$ cat src/rtl/rx_parser_pkg.sv
// Shared types, ASCII codes and byte classifiers for the set-point command parser.
// Included by the UART receiver and the parser FSM.
package rx_parser_pkg;

    typedef enum logic [2:0] {
        IDLE,
        EQ,
        TENS,
        ONES,
        DOT,
        TENTHS,
        TERM
    } rx_state_t;

    typedef enum logic [1:0] {
        U_IDLE,
        U_START,
        U_DATA,
        U_STOP
    } uart_state_t;

    localparam logic [7:0] ASC_S   = 8'h53;
    localparam logic [7:0] ASC_s   = 8'h73;
    localparam logic [7:0] ASC_EQ  = 8'h3D;
    localparam logic [7:0] ASC_DOT = 8'h2E;
    localparam logic [7:0] ASC_0   = 8'h30;
    localparam logic [7:0] ASC_9   = 8'h39;
    localparam logic [7:0] ASC_CR  = 8'h0D;
    localparam logic [7:0] ASC_LF  = 8'h0A;

    function automatic logic is_digit(input logic [7:0] b);
        return (b >= ASC_0) && (b <= ASC_9);
    endfunction

    function automatic logic is_s(input logic [7:0] b);
        return (b == ASC_S) || (b == ASC_s);
    endfunction

endpackage

$ cat src/rtl/rx_parser_if.sv
// Console-side bundle: serial line in, committed BCD set-point and status pulses out.
// master = console/host side, slave = parser.
interface rx_parser_if;
    logic        rx_serial;
    logic [11:0] bcd_setpoint;
    logic        setpoint_valid;
    logic        parse_error;

    modport master (
        output rx_serial,
        input  bcd_setpoint,
        input  setpoint_valid,
        input  parse_error
    );

    modport slave (
        input  rx_serial,
        output bcd_setpoint,
        output setpoint_valid,
        output parse_error
    );
endinterface

$ cat src/rtl/rx_parser_uart_rx.sv
// UART receiver: 2-FF synchroniser, mid-bit start confirmation, LSB-first centre sampling.
// Frames with a low stop bit are dropped silently; rx_valid is a 1-cycle pulse.
module uart_rx
    import rx_parser_pkg::*;
#(
    parameter int NUM_BITS     = 8,
    parameter int CLKS_PER_BIT = 868
) (
    input  logic                clk,
    input  logic                reset_n,
    input  logic                rx_serial,
    output logic [NUM_BITS-1:0] rx_byte,
    output logic                rx_valid
);

    localparam int CW   = $clog2(CLKS_PER_BIT);
    localparam int BW   = $clog2(NUM_BITS + 1);
    localparam int HALF = CLKS_PER_BIT / 2;

    uart_state_t         state_q;
    logic                sync1_q, sync2_q, sync3_q;
    logic [CW-1:0]       cnt_q;
    logic [BW-1:0]       bit_q;
    logic [NUM_BITS-1:0] shift_q;
    logic [NUM_BITS-1:0] byte_q;
    logic                valid_q;

    assign rx_byte  = byte_q;
    assign rx_valid = valid_q;

    always_ff @(posedge clk) begin
        if (!reset_n) begin
            sync1_q <= 1'b1;
            sync2_q <= 1'b1;
            sync3_q <= 1'b1;
            state_q <= U_IDLE;
            cnt_q   <= '0;
            bit_q   <= '0;
            shift_q <= '0;
            byte_q  <= '0;
            valid_q <= 1'b0;
        end else begin
            sync1_q <= rx_serial;
            sync2_q <= sync1_q;
            sync3_q <= sync2_q;
            valid_q <= 1'b0;
            case (state_q)
                U_IDLE: begin
                    // Falling edge only, so a line stuck low after a bad frame cannot retrigger.
                    if (sync3_q && !sync2_q) begin
                        state_q <= U_START;
                        cnt_q   <= '0;
                    end
                end
                U_START: begin
                    if (cnt_q == CW'(HALF - 1)) begin
                        cnt_q   <= '0;
                        bit_q   <= '0;
                        state_q <= sync2_q ? U_IDLE : U_DATA;
                    end else begin
                        cnt_q <= cnt_q + 1'b1;
                    end
                end
                U_DATA: begin
                    if (cnt_q == CW'(CLKS_PER_BIT - 1)) begin
                        cnt_q   <= '0;
                        shift_q <= {sync2_q, shift_q[NUM_BITS-1:1]};
                        if (bit_q == BW'(NUM_BITS - 1)) begin
                            state_q <= U_STOP;
                        end else begin
                            bit_q <= bit_q + 1'b1;
                        end
                    end else begin
                        cnt_q <= cnt_q + 1'b1;
                    end
                end
                U_STOP: begin
                    if (cnt_q == CW'(CLKS_PER_BIT - 1)) begin
                        cnt_q   <= '0;
                        state_q <= U_IDLE;
                        if (sync2_q) begin
                            byte_q  <= shift_q;
                            valid_q <= 1'b1;
                        end
                    end else begin
                        cnt_q <= cnt_q + 1'b1;
                    end
                end
                default: state_q <= U_IDLE;
            endcase
        end
    end

endmodule

$ cat src/rtl/rx_parser.sv
// Parses "S=dd.d<CR|LF>" from the UART console into a 12-bit BCD set-point with valid/error pulses.
// Optional inter-character timeout enabled by defining RX_PARSER_TIMEOUT_EN.
module rx_parser
    import rx_parser_pkg::*;
#(
    parameter int          NUM_BITS       = 8,
    parameter int          CLKS_PER_BIT   = 868,
    parameter logic [11:0] RESET_SETPOINT = 12'h300,
    parameter int          TIMEOUT_CYCLES = 1_000_000
) (
    input  logic          clk,
    input  logic          reset_n,
    rx_parser_if.slave    bus
);

    logic [NUM_BITS-1:0] rx_byte;
    logic                rx_valid;
    logic [7:0]          rx_chr;
    logic [7:0]          diff_d;
    logic [3:0]          digit_d;
    logic                accept_d;
    rx_state_t           next_state_d;
    rx_state_t           fail_state_d;
    logic                tmo_hit;

    rx_state_t   state_q;
    logic [3:0]  tens_q, ones_q, tenths_q;
    logic [11:0] setpoint_q;
    logic        valid_q;
    logic        err_q;

    uart_rx #(
        .NUM_BITS     (NUM_BITS),
        .CLKS_PER_BIT (CLKS_PER_BIT)
    ) u_uart_rx (
        .clk       (clk),
        .reset_n   (reset_n),
        .rx_serial (bus.rx_serial),
        .rx_byte   (rx_byte),
        .rx_valid  (rx_valid)
    );

    assign rx_chr       = 8'(rx_byte);
    assign diff_d       = rx_chr - ASC_0;
    assign digit_d      = diff_d[3:0];
    assign fail_state_d = is_s(rx_chr) ? EQ : IDLE;

    always_comb begin
        accept_d     = 1'b0;
        next_state_d = IDLE;
        case (state_q)
            IDLE:   begin accept_d = is_s(rx_chr);                            next_state_d = EQ;     end
            EQ:     begin accept_d = (rx_chr == ASC_EQ);                      next_state_d = TENS;   end
            TENS:   begin accept_d = is_digit(rx_chr);                        next_state_d = ONES;   end
            ONES:   begin accept_d = is_digit(rx_chr);                        next_state_d = DOT;    end
            DOT:    begin accept_d = (rx_chr == ASC_DOT);                     next_state_d = TENTHS; end
            TENTHS: begin accept_d = is_digit(rx_chr);                        next_state_d = TERM;   end
            TERM:   begin accept_d = (rx_chr == ASC_CR) || (rx_chr == ASC_LF); next_state_d = IDLE;  end
            default: begin accept_d = 1'b0;                                   next_state_d = IDLE;   end
        endcase
    end

`ifdef RX_PARSER_TIMEOUT_EN
    localparam int TW = $clog2(TIMEOUT_CYCLES);
    logic [TW-1:0] tmo_q;

    assign tmo_hit = (state_q != IDLE) && (tmo_q == TW'(TIMEOUT_CYCLES - 1));

    always_ff @(posedge clk) begin
        if (!reset_n || rx_valid || state_q == IDLE) begin
            tmo_q <= '0;
        end else if (!tmo_hit) begin
            tmo_q <= tmo_q + 1'b1;
        end
    end
`else
    assign tmo_hit = 1'b0;
`endif

    always_ff @(posedge clk) begin
        if (!reset_n) begin
            state_q    <= IDLE;
            tens_q     <= '0;
            ones_q     <= '0;
            tenths_q   <= '0;
            setpoint_q <= RESET_SETPOINT;
            valid_q    <= 1'b0;
            err_q      <= 1'b0;
        end else begin
            valid_q <= 1'b0;
            err_q   <= 1'b0;
            if (rx_valid) begin
                if (accept_d) begin
                    state_q <= next_state_d;
                    case (state_q)
                        TENS:   tens_q   <= digit_d;
                        ONES:   ones_q   <= digit_d;
                        TENTHS: tenths_q <= digit_d;
                        TERM: begin
                            setpoint_q <= {tens_q, ones_q, tenths_q};
                            valid_q    <= 1'b1;
                        end
                        default: ;
                    endcase
                end else if (state_q != IDLE) begin
                    // An 'S' that breaks a command restarts parsing instead of being lost.
                    state_q  <= fail_state_d;
                    err_q    <= 1'b1;
                    tens_q   <= '0;
                    ones_q   <= '0;
                    tenths_q <= '0;
                end
            end else if (tmo_hit) begin
                state_q  <= IDLE;
                err_q    <= 1'b1;
                tens_q   <= '0;
                ones_q   <= '0;
                tenths_q <= '0;
            end
        end
    end

    assign bus.bcd_setpoint   = setpoint_q;
    assign bus.setpoint_valid = valid_q;
    assign bus.parse_error    = err_q;

endmodule

$ cat src/flat_wrapper.sv
// flat-port wrapper written by rule: the top's interface ports become plain ports
module rx_parser_flat import rx_parser_pkg::*;
#(
    parameter int          NUM_BITS       = 8,
    parameter int          CLKS_PER_BIT   = 868,
    parameter logic [11:0] RESET_SETPOINT = 12'h300,
    parameter int          TIMEOUT_CYCLES = 1_000_000
)
  (clk, reset_n, bus_rx_serial, bus_bcd_setpoint, bus_setpoint_valid, bus_parse_error);
  rx_parser_if bus_i ();
  input  logic clk;
  input  logic reset_n;
  input wire logic [$bits(bus_i.rx_serial)-1:0] bus_rx_serial;
  output wire logic [$bits(bus_i.bcd_setpoint)-1:0] bus_bcd_setpoint;
  output wire logic [$bits(bus_i.setpoint_valid)-1:0] bus_setpoint_valid;
  output wire logic [$bits(bus_i.parse_error)-1:0] bus_parse_error;
  assign bus_i.rx_serial = bus_rx_serial;
  assign bus_bcd_setpoint = bus_i.bcd_setpoint;
  assign bus_setpoint_valid = bus_i.setpoint_valid;
  assign bus_parse_error = bus_i.parse_error;
  rx_parser #(.NUM_BITS(NUM_BITS), .CLKS_PER_BIT(CLKS_PER_BIT), .RESET_SETPOINT(RESET_SETPOINT), .TIMEOUT_CYCLES(TIMEOUT_CYCLES)) u_core (.clk(clk), .reset_n(reset_n), .bus(bus_i));
endmodule
$ cat config.mk
export PLATFORM = sky130hd
export DESIGN_NAME = rx_parser_flat
export DESIGN_NICKNAME = d
export VERILOG_FILES = /design/src/rtl/rx_parser_pkg.sv /design/src/rtl/rx_parser_if.sv /design/src/rtl/rx_parser_uart_rx.sv /design/src/rtl/rx_parser.sv /design/src/flat_wrapper.sv
export SDC_FILE = /design/constraint.sdc
export NUM_CORES = 1
export LEC_CHECK = 0
export ABC_AREA = 1
export CAP_MARGIN = 20
export CORE_ASPECT_RATIO = 1.75
export CORE_MARGIN = 8
export CORE_UTILIZATION = 50
export DETAILED_ROUTE_END_ITERATION = 10
export GPL_ROUTABILITY_DRIVEN = 1
export PLACE_DENSITY = 0.75
export SLEW_MARGIN = 20
export SYNTH_ARGS = -nofsm -noshare
export SYNTH_HDL_FRONTEND = slang
export SYNTH_SLANG_ARGS = --single-unit
$ cat constraint.sdc
create_clock -name clk -period 3.2 [get_ports clk]
set_clock_uncertainty 0.15 [all_clocks]
set_input_delay 0.32 -clock clk [delete_from_list [all_inputs] [get_ports clk]]
set_output_delay 0.32 -clock clk [all_outputs]
set_load 0.005 [all_outputs]
==> results by group, run 1 <==
Outcome
  • Status: finished clean

STA
  • Fin crit period: roughly 2 ns
  • Hold Fails Final Rpt: 0
  • Relative slew slack: a little over two fifths
  • Fin crit share: 62.7%
  • Setup_tns: 0 ns
  • Finish-stage setup viols: 0
  • Fin. max-slew vios: 0
  • RSZ-0062 raised after global routing: no
  • Fmax: 0.498 GHz
  • Slew @ Worst Pin: 0.857 ns

Min path
  • Min-delay src: u_core.u_uart_rx.sync1_q$_SDFF_PN1_
  • Hold crit path type: flop to flop
  • Hold Crit Depth: 1
  • WHS Endpoint: u_core.u_uart_rx.sync2_q$_SDFF_PN1_

CTS
  • Cts hold-fix bufs: 0
  • # Post-CTS Setup Buffers: 0
  • CTS Buffer Depth: 2
  • H-tree lvl count: 3
  • CTS Buf Count: 9
  • CTS tree: yes
  • Clock Sinks: 65
  • Post-cts sizing count: 0
  • Worst skew pair latency: 0.35 ns
  • Clock transition at the registers of the reported paths: 0.07 ns
  • Root Driver: clkbuf_8

Critical path
  • R2r endpoint: u_core.u_uart_rx.rx_byte[1]$_SDFFE_PN0P_
  • FF-to-FF setup slack: 1.19 ns
  • Critical Path Fanout Max: 17
  • Critical path arrival: 2.05 ns
  • Crit Path Category: flop to flop
  • CP Capture Type: flop
  • Worst r2r path cells: 6
  • Reg-to-reg startpoint: u_core.u_uart_rx.cnt_q[0]$_SDFFE_PN0P_
  • Critical Path Start Type: flop
  • CP startpoint: u_core.u_uart_rx.cnt_q[0]$_SDFFE_PN0P_
  • Crit path required time: approximately 3.2 ns

Global routing
  • Vias in the first global route: between 2000 and 2500
  • GRT Overall Usage: 15.3%
  • First-pass GRT wire length: 10.7 mm
  • Largest net degree at the start of global routing: 27
  • Initial antenna violation count: 0
  • Total grt overflow: 0

Final layout
  • # diodes: 0
  • Area Overhead vs Synth: 13.6%
  • Post-route cell area: approximately 0.0034 mm²
  • Fillers: 566
  • Fraction of layout cells with a size suffix above 1: 12.1%
  • Final net count: 429

Detailed routing
  • Routed WL: between 5 and 6 mm
  • Via count: 2535
  • DRT iter0 DRCs: ~170
  • DR WL/cell: approximately 12 µm
  • Routed Antenna Nets: 0
  • Vias per cell: around 5
  • DR DRC count: 0
  • Total iterations of the first detailed-routing run: 4

Synth
  • Ys async rst share: 0%
  • Most instantiated library cell after synthesis: nand2_1
  • Synthesized area: approximately 0.0030 mm²
  • Commonest cells in the netlist: 77 x nand2_1, 70 x nor2_1, 65 x dfxtp_1
  • Main synth FF type: dfxtp_1
  • Register area share after synthesis: 43.7%
  • Yosys cell types: 33
  • Leading area contributor after synthesis: dfxtp_1
  • Post-Syn Instances: 407
  • EDFF count, synth: 0
  • Syn nets: 413
  • Post-synth top area share: 43.7%
  • Synthesis-stage register bit count: 65
  • Mapped Avg Cell Area: 7.32 µm²
  • Syn. warnings: 0
  • Dominant cells by area after synthesis: dfxtp_1 44%, nand2_1 9.7%, nor2_1 8.8%

Floorplan
  • Die W: between 70 and 80 µm
  • Initial core utilization: between 50% and 60%
  • Die area: just under 0.009 mm²
  • Die Y-Extent: 118 µm
  • IO Count: 17
  • Core area: 0.00583 mm²
  • Num rows: 37

Pwr
  • Clock Power Share: ~44%
  • Max IR drop VDD: roughly 0.34 mV
  • P_sw: 0.377 mW
  • Int Power: 1.25 mW
  • Combinational share of power: about 4.8%
  • Switching Fraction: 23.2%
  • Leak: about 1.4 nW
  • Power Density: between 400 and 500 mW/mm²
  • Sequential power share: 51.3%

Placement
  • Detail Placement HPWL: 4.50 mm
  • I/O Buffers: 16
  • Placed inst area: 0.00318 mm²
  • Gp weighted congestion: around 0.9

Job
  • Max_cap viols: 0
## worst max path at each step
stage                                               endpoint  cells past startpoint
floorplan           u_core.u_uart_rx.rx_byte[4]$_SDFFE_PN0P_                      7
global placement           u_core.bus.parse_error$_SDFF_PP0_                      4
detailed placement         u_core.bus.parse_error$_SDFF_PP0_                      4
CTS                 u_core.u_uart_rx.rx_byte[0]$_SDFFE_PN0P_                      6
global route         u_core.bus.bcd_setpoint[0]$_SDFFE_PN0P_                     10
finish              u_core.u_uart_rx.rx_byte[1]$_SDFFE_PN0P_                      6
## per-layer routing
layer	up-vias	part of all wire, %	GRT usage (%)
met2	39	54	27.3
li1	1352	-	-
met5	-	0	0
met1	1126	38	14.7
met3	18	4.3	4.61
met4	0	3.7	8.89
## power by group through the flow
stage	combinational, mW	sequential (mW)	clock [mW]
finish	0.0772	0.833	0.713
global route	0.0891	0.835	0.766
CTS	0.0784	0.833	0.725
detailed placement	0.0782	0.851	0
global placement	0.0767	0.850	0
floorplan	0.0593	0.849	0
## cells by family after synthesis
group                    synth area share, %
adder cells (fa/ha/maj)                 1.26
AND/OR/NAND/NOR                         32.9
flip-flops                              43.7
AO/OA/AOI/OAI                           12.9
buffers and inverters                   7.81
XOR/XNOR                                1.47
## registers in the layout, summed over array words and instances, names as in the netlist, named ones only
register,flops
u_core.tenths_q,4
u_core.u_uart_rx.bit_q,4
u_core.u_uart_rx.sync2_q,1
u_core.bus.parse_error,1
u_core.state_q,3
u_core.u_uart_rx.cnt_q,10
u_core.u_uart_rx.rx_valid,1
u_core.bus.setpoint_valid,1
u_core.u_uart_rx.rx_byte,8
u_core.tens_q,4
u_core.u_uart_rx.shift_q,8
u_core.bus.bcd_setpoint,12
u_core.ones_q,4
u_core.u_uart_rx.sync3_q,1
u_core.u_uart_rx.sync1_q,1
u_core.u_uart_rx.state_q,1
## cells in the final DEF (no fill, tap or decap), drive strengths merged, types with 8 or more instances in the layout
cell type      Yosys  layout
nand2             79      79
inv               42      42
a21oi             29      29
a211oi             8       8
nor3               8       8
clkdlybuf4s50      0      16
nand3             38      38
dfxtp             65      65
clkbuf             6      12
o21ai             25      25
nand4              8       8
nor2              77      77
## worst max-delay path: stages, from the launching register on
cell and delay [ns]:
dfxtp_1 0.41, ha_1 0.21, nand3_1 0.15, nor3_4 0.41
nand3_4 0.29, nor2_1 0.19, a211oi_2 0.05
## cell type report
type	count	area [µm²]	area share, %
Multi-Input combinational cell	287	1450	42.7
Sequential cell	65	1300	38.4
Timing Repair Buffer	18	175	5.17
Inverter	42	160	4.73
Clock buffer	12	155	4.58
Tap cell	78	97.6	2.88
Clock inverter	4	51.3	1.52
## per-stage QoR
stage	std cells	utilization, %	power, mW	hold WS, ns	setup slack (ns)
floorplan	407	-	0.908	0.243	1.37
global placement	490	54.5	0.927	0.247	1.18
detailed placement	490	54.5	0.929	0.254	1.17
CTS	506	58.0	1.64	0.272	1.18
global route	506	58.0	1.69	0.296	0.952
finish	506	58.0	1.62	0.267	1.19
Power figures use the tool's default switching activity.
==> inputs of run 2 (changes only) <==
==> constraint.sdc (replaced) <==
create_clock -name clk -period 1.9 [get_ports clk]
set_clock_uncertainty 0.15 [all_clocks]
set_input_delay 0.19 -clock clk [delete_from_list [all_inputs] [get_ports clk]]
set_output_delay 0.19 -clock clk [all_outputs]
set_load 0.005 [all_outputs]
==> run 2 against run 1 <==
Combinational power rose by 100%. Routed wire length rose by 7.1%. Register-to-register slack got worse by 1.1 ns. Critical path type unchanged. Fmax rose by 13%. Final cell count rose by 3.0%. Clock power rose by 100%. Core utilization rose by 3.9 points. Highest routed layer unchanged. Largest power group is now the clock network. Hold slack got worse by 0.016 ns. Total power rose by 85%. Sequential share of layout area fell by 2.0 points. Global-route usage rose by 0.46 points. Clock-buffer cell count fell by 1.
==> results by group, run 2 (synthesis gave the netlist of run 1 again) <==
Pwr
  • Power Density: 829 mW/mm²
  • Max IR drop VDD: around 0.62 mV
  • Leak: around 1.5 nW
  • Power consumption: 3.00 mW

Detailed routing
  • Routed Antenna Nets: 0
  • Routed WL: between 6 and 7 mm
  • DR WL/cell: about 12 µm
  • DRT iter0 DRCs: 230
  • Vias per cell: about 5.1
  • Total iterations of the first detailed-routing run: 6
  • DR DRC count: 0
  • Via count: 2666

Floorplan
  • Initial core utilization: 51.1%
  • Die Y-Extent: between 100 and 150 µm
  • Core area: around 0.0058 mm²
  • IO Count: 17
  • Num rows: 37
  • Die area: a little under 0.009 mm²
  • Die W: 74.4 µm

Critical path
  • CP Capture Type: flop
  • Crit path required time: roughly 2 ns
  • Critical Path Fanout Max: 5
  • Critical Path Start Type: flop
  • Critical path arrival: 1.86 ns
  • Crit Path Category: flop to flop
  • Worst r2r path cells: 9

STA
  • RSZ-0062 raised after global routing: yes
  • Setup ws final: 0.125 ns
  • Fmax: 0.563 GHz
  • Fin crit period: approximately 1.8 ns
  • Slew @ Worst Pin: 0.541 ns
  • Fin. max-slew vios: 0
  • Relative slew slack: 63.9%
  • Hold Fails Final Rpt: 0
  • Finish-stage setup viols: 0
  • Setup_tns: 0 ns
  • Fin crit share: between 90% and 100%

Final layout
  • Most common cell after layout, fill and taps aside: nand2_1
  • # diodes: 0
  • Final net count: 444
  • Fraction of layout cells with a size suffix above 1: between 10% and 20%
  • Most frequent cells in the layout: 74 x nand2_1, 67 x nor2_1, 58 x dfxtp_1
  • Utilization after layout: 61.9%
  • Max FFs per register: 12
  • Post-route cell area: 0.00361 mm²
  • Area Overhead vs Synth: 21.3%

Global routing
  • GRT Overall Usage: 15.8%
  • Initial antenna violation count: 0
  • Total grt overflow: 0
  • First-pass GRT wire length: 10.7 mm
  • Vias in the first global route: 2562
  • Largest net degree at the start of global routing: 27

Min path
  • Hold Crit Depth: 2
  • Hold crit path type: primary input to flop

Job
  • Max_cap viols: 0

Outcome
  • Status: finished clean

Placement
  • Setup slack after placement: -0.0221 ns
  • Placed inst area: roughly 0.0033 mm²
  • I/O Buffers: 16
  • Gp weighted congestion: 0.882
  • Detail Placement HPWL: 4.69 mm

CTS
  • Root Driver: clkbuf_8
  • Cts hold-fix bufs: 0
  • Clock Sinks: 65
  • Clock transition at the registers of the reported paths: 0.06 ns
  • Worst skew pair latency: 0.36 ns
  • H-tree lvl count: 3
  • CTS tree: yes
  • CTS Buf Count: 9
  • CTS Buffer Depth: 2
## run 2: cell types whose count changed in the layout (fill, tap and decap cells not counted), sizes merged
cell,change
buf,+15
bufinv,+2
clkbuf,-1
clkinv,-1
## run 2: final timing paths
| path | startpoint | endpoint | slack (ns) |
|---|---|---|---|
| worst max-delay path | u_core.u_uart_rx.cnt_q[0]$_SDFFE_PN0P_ | u_core.u_uart_rx.bit_q[3]$_SDFFE_PN0P_ | 0.12 |
| worst min-delay path | bus_rx_serial | u_core.u_uart_rx.sync1_q$_SDFF_PN1_ | 0.25 |
| worst max register to register | u_core.u_uart_rx.cnt_q[0]$_SDFFE_PN0P_ | u_core.u_uart_rx.bit_q[3]$_SDFFE_PN0P_ | 0.12 |
| worst min register to register | u_core.u_uart_rx.sync1_q$_SDFF_PN1_ | u_core.u_uart_rx.sync2_q$_SDFF_PN1_ | 0.27 |
## run 2: critical path: stages (launching register included)
cell     delay [ns]
dfxtp_2        0.36
ha_2           0.21
nand3_2        0.13
nor3_2         0.14
nand2_1        0.11
nand2_1        0.11
nand3_1        0.14
nor2_1         0.14
xnor2_1        0.12
nor2_1         0.05
## run 2: where the power goes
group          total, mW  internal (mW)  switching [mW]
Sequential          1.40           1.38          0.0221
Clock               1.44          0.905           0.533
Combinational      0.157         0.0561           0.101
## run 2: final cells by class
cell class	count	area, µm²
multi-input combinational	287	1490
inverter	42	165
timing repair buffer	33	300
clock inverter	5	103
fill	545	2220
tap	78	97.6
sequential	65	1320
clock buffer	11	141
## run 2: metrics by stage
stage                     hold WS, ns  std cells
after global routing            0.277        521
after global placement          0.253        502
after detailed placement        0.257        502
after CTS                       0.243        518
final                           0.251        521
after floorplan                 0.147        407
## run 2: repair_timing
item / in CTS / in global routing
hold endpoints to repair: 0 / 0
buffers inserted: 0 / 3
pin swaps: 0 / 2
cloned: 0 / 0
gates resized for setup: 3 / 24
setup endpoints to repair: 12 / 47
## run 2: metal layers
layer / GRT usage, % / up-vias / wire length [µm] / share of wire (%)
met5: 0 / - / 0 / 0
met4: 9.38 / 0 / 203 / 3.2
met3: 4.44 / 16 / 212 / 3.3
met1: 13.9 / 1217 / 2330 / 37
met2: 29.5 / 47 / 3590 / 57
li1: - / 1386 / - / -
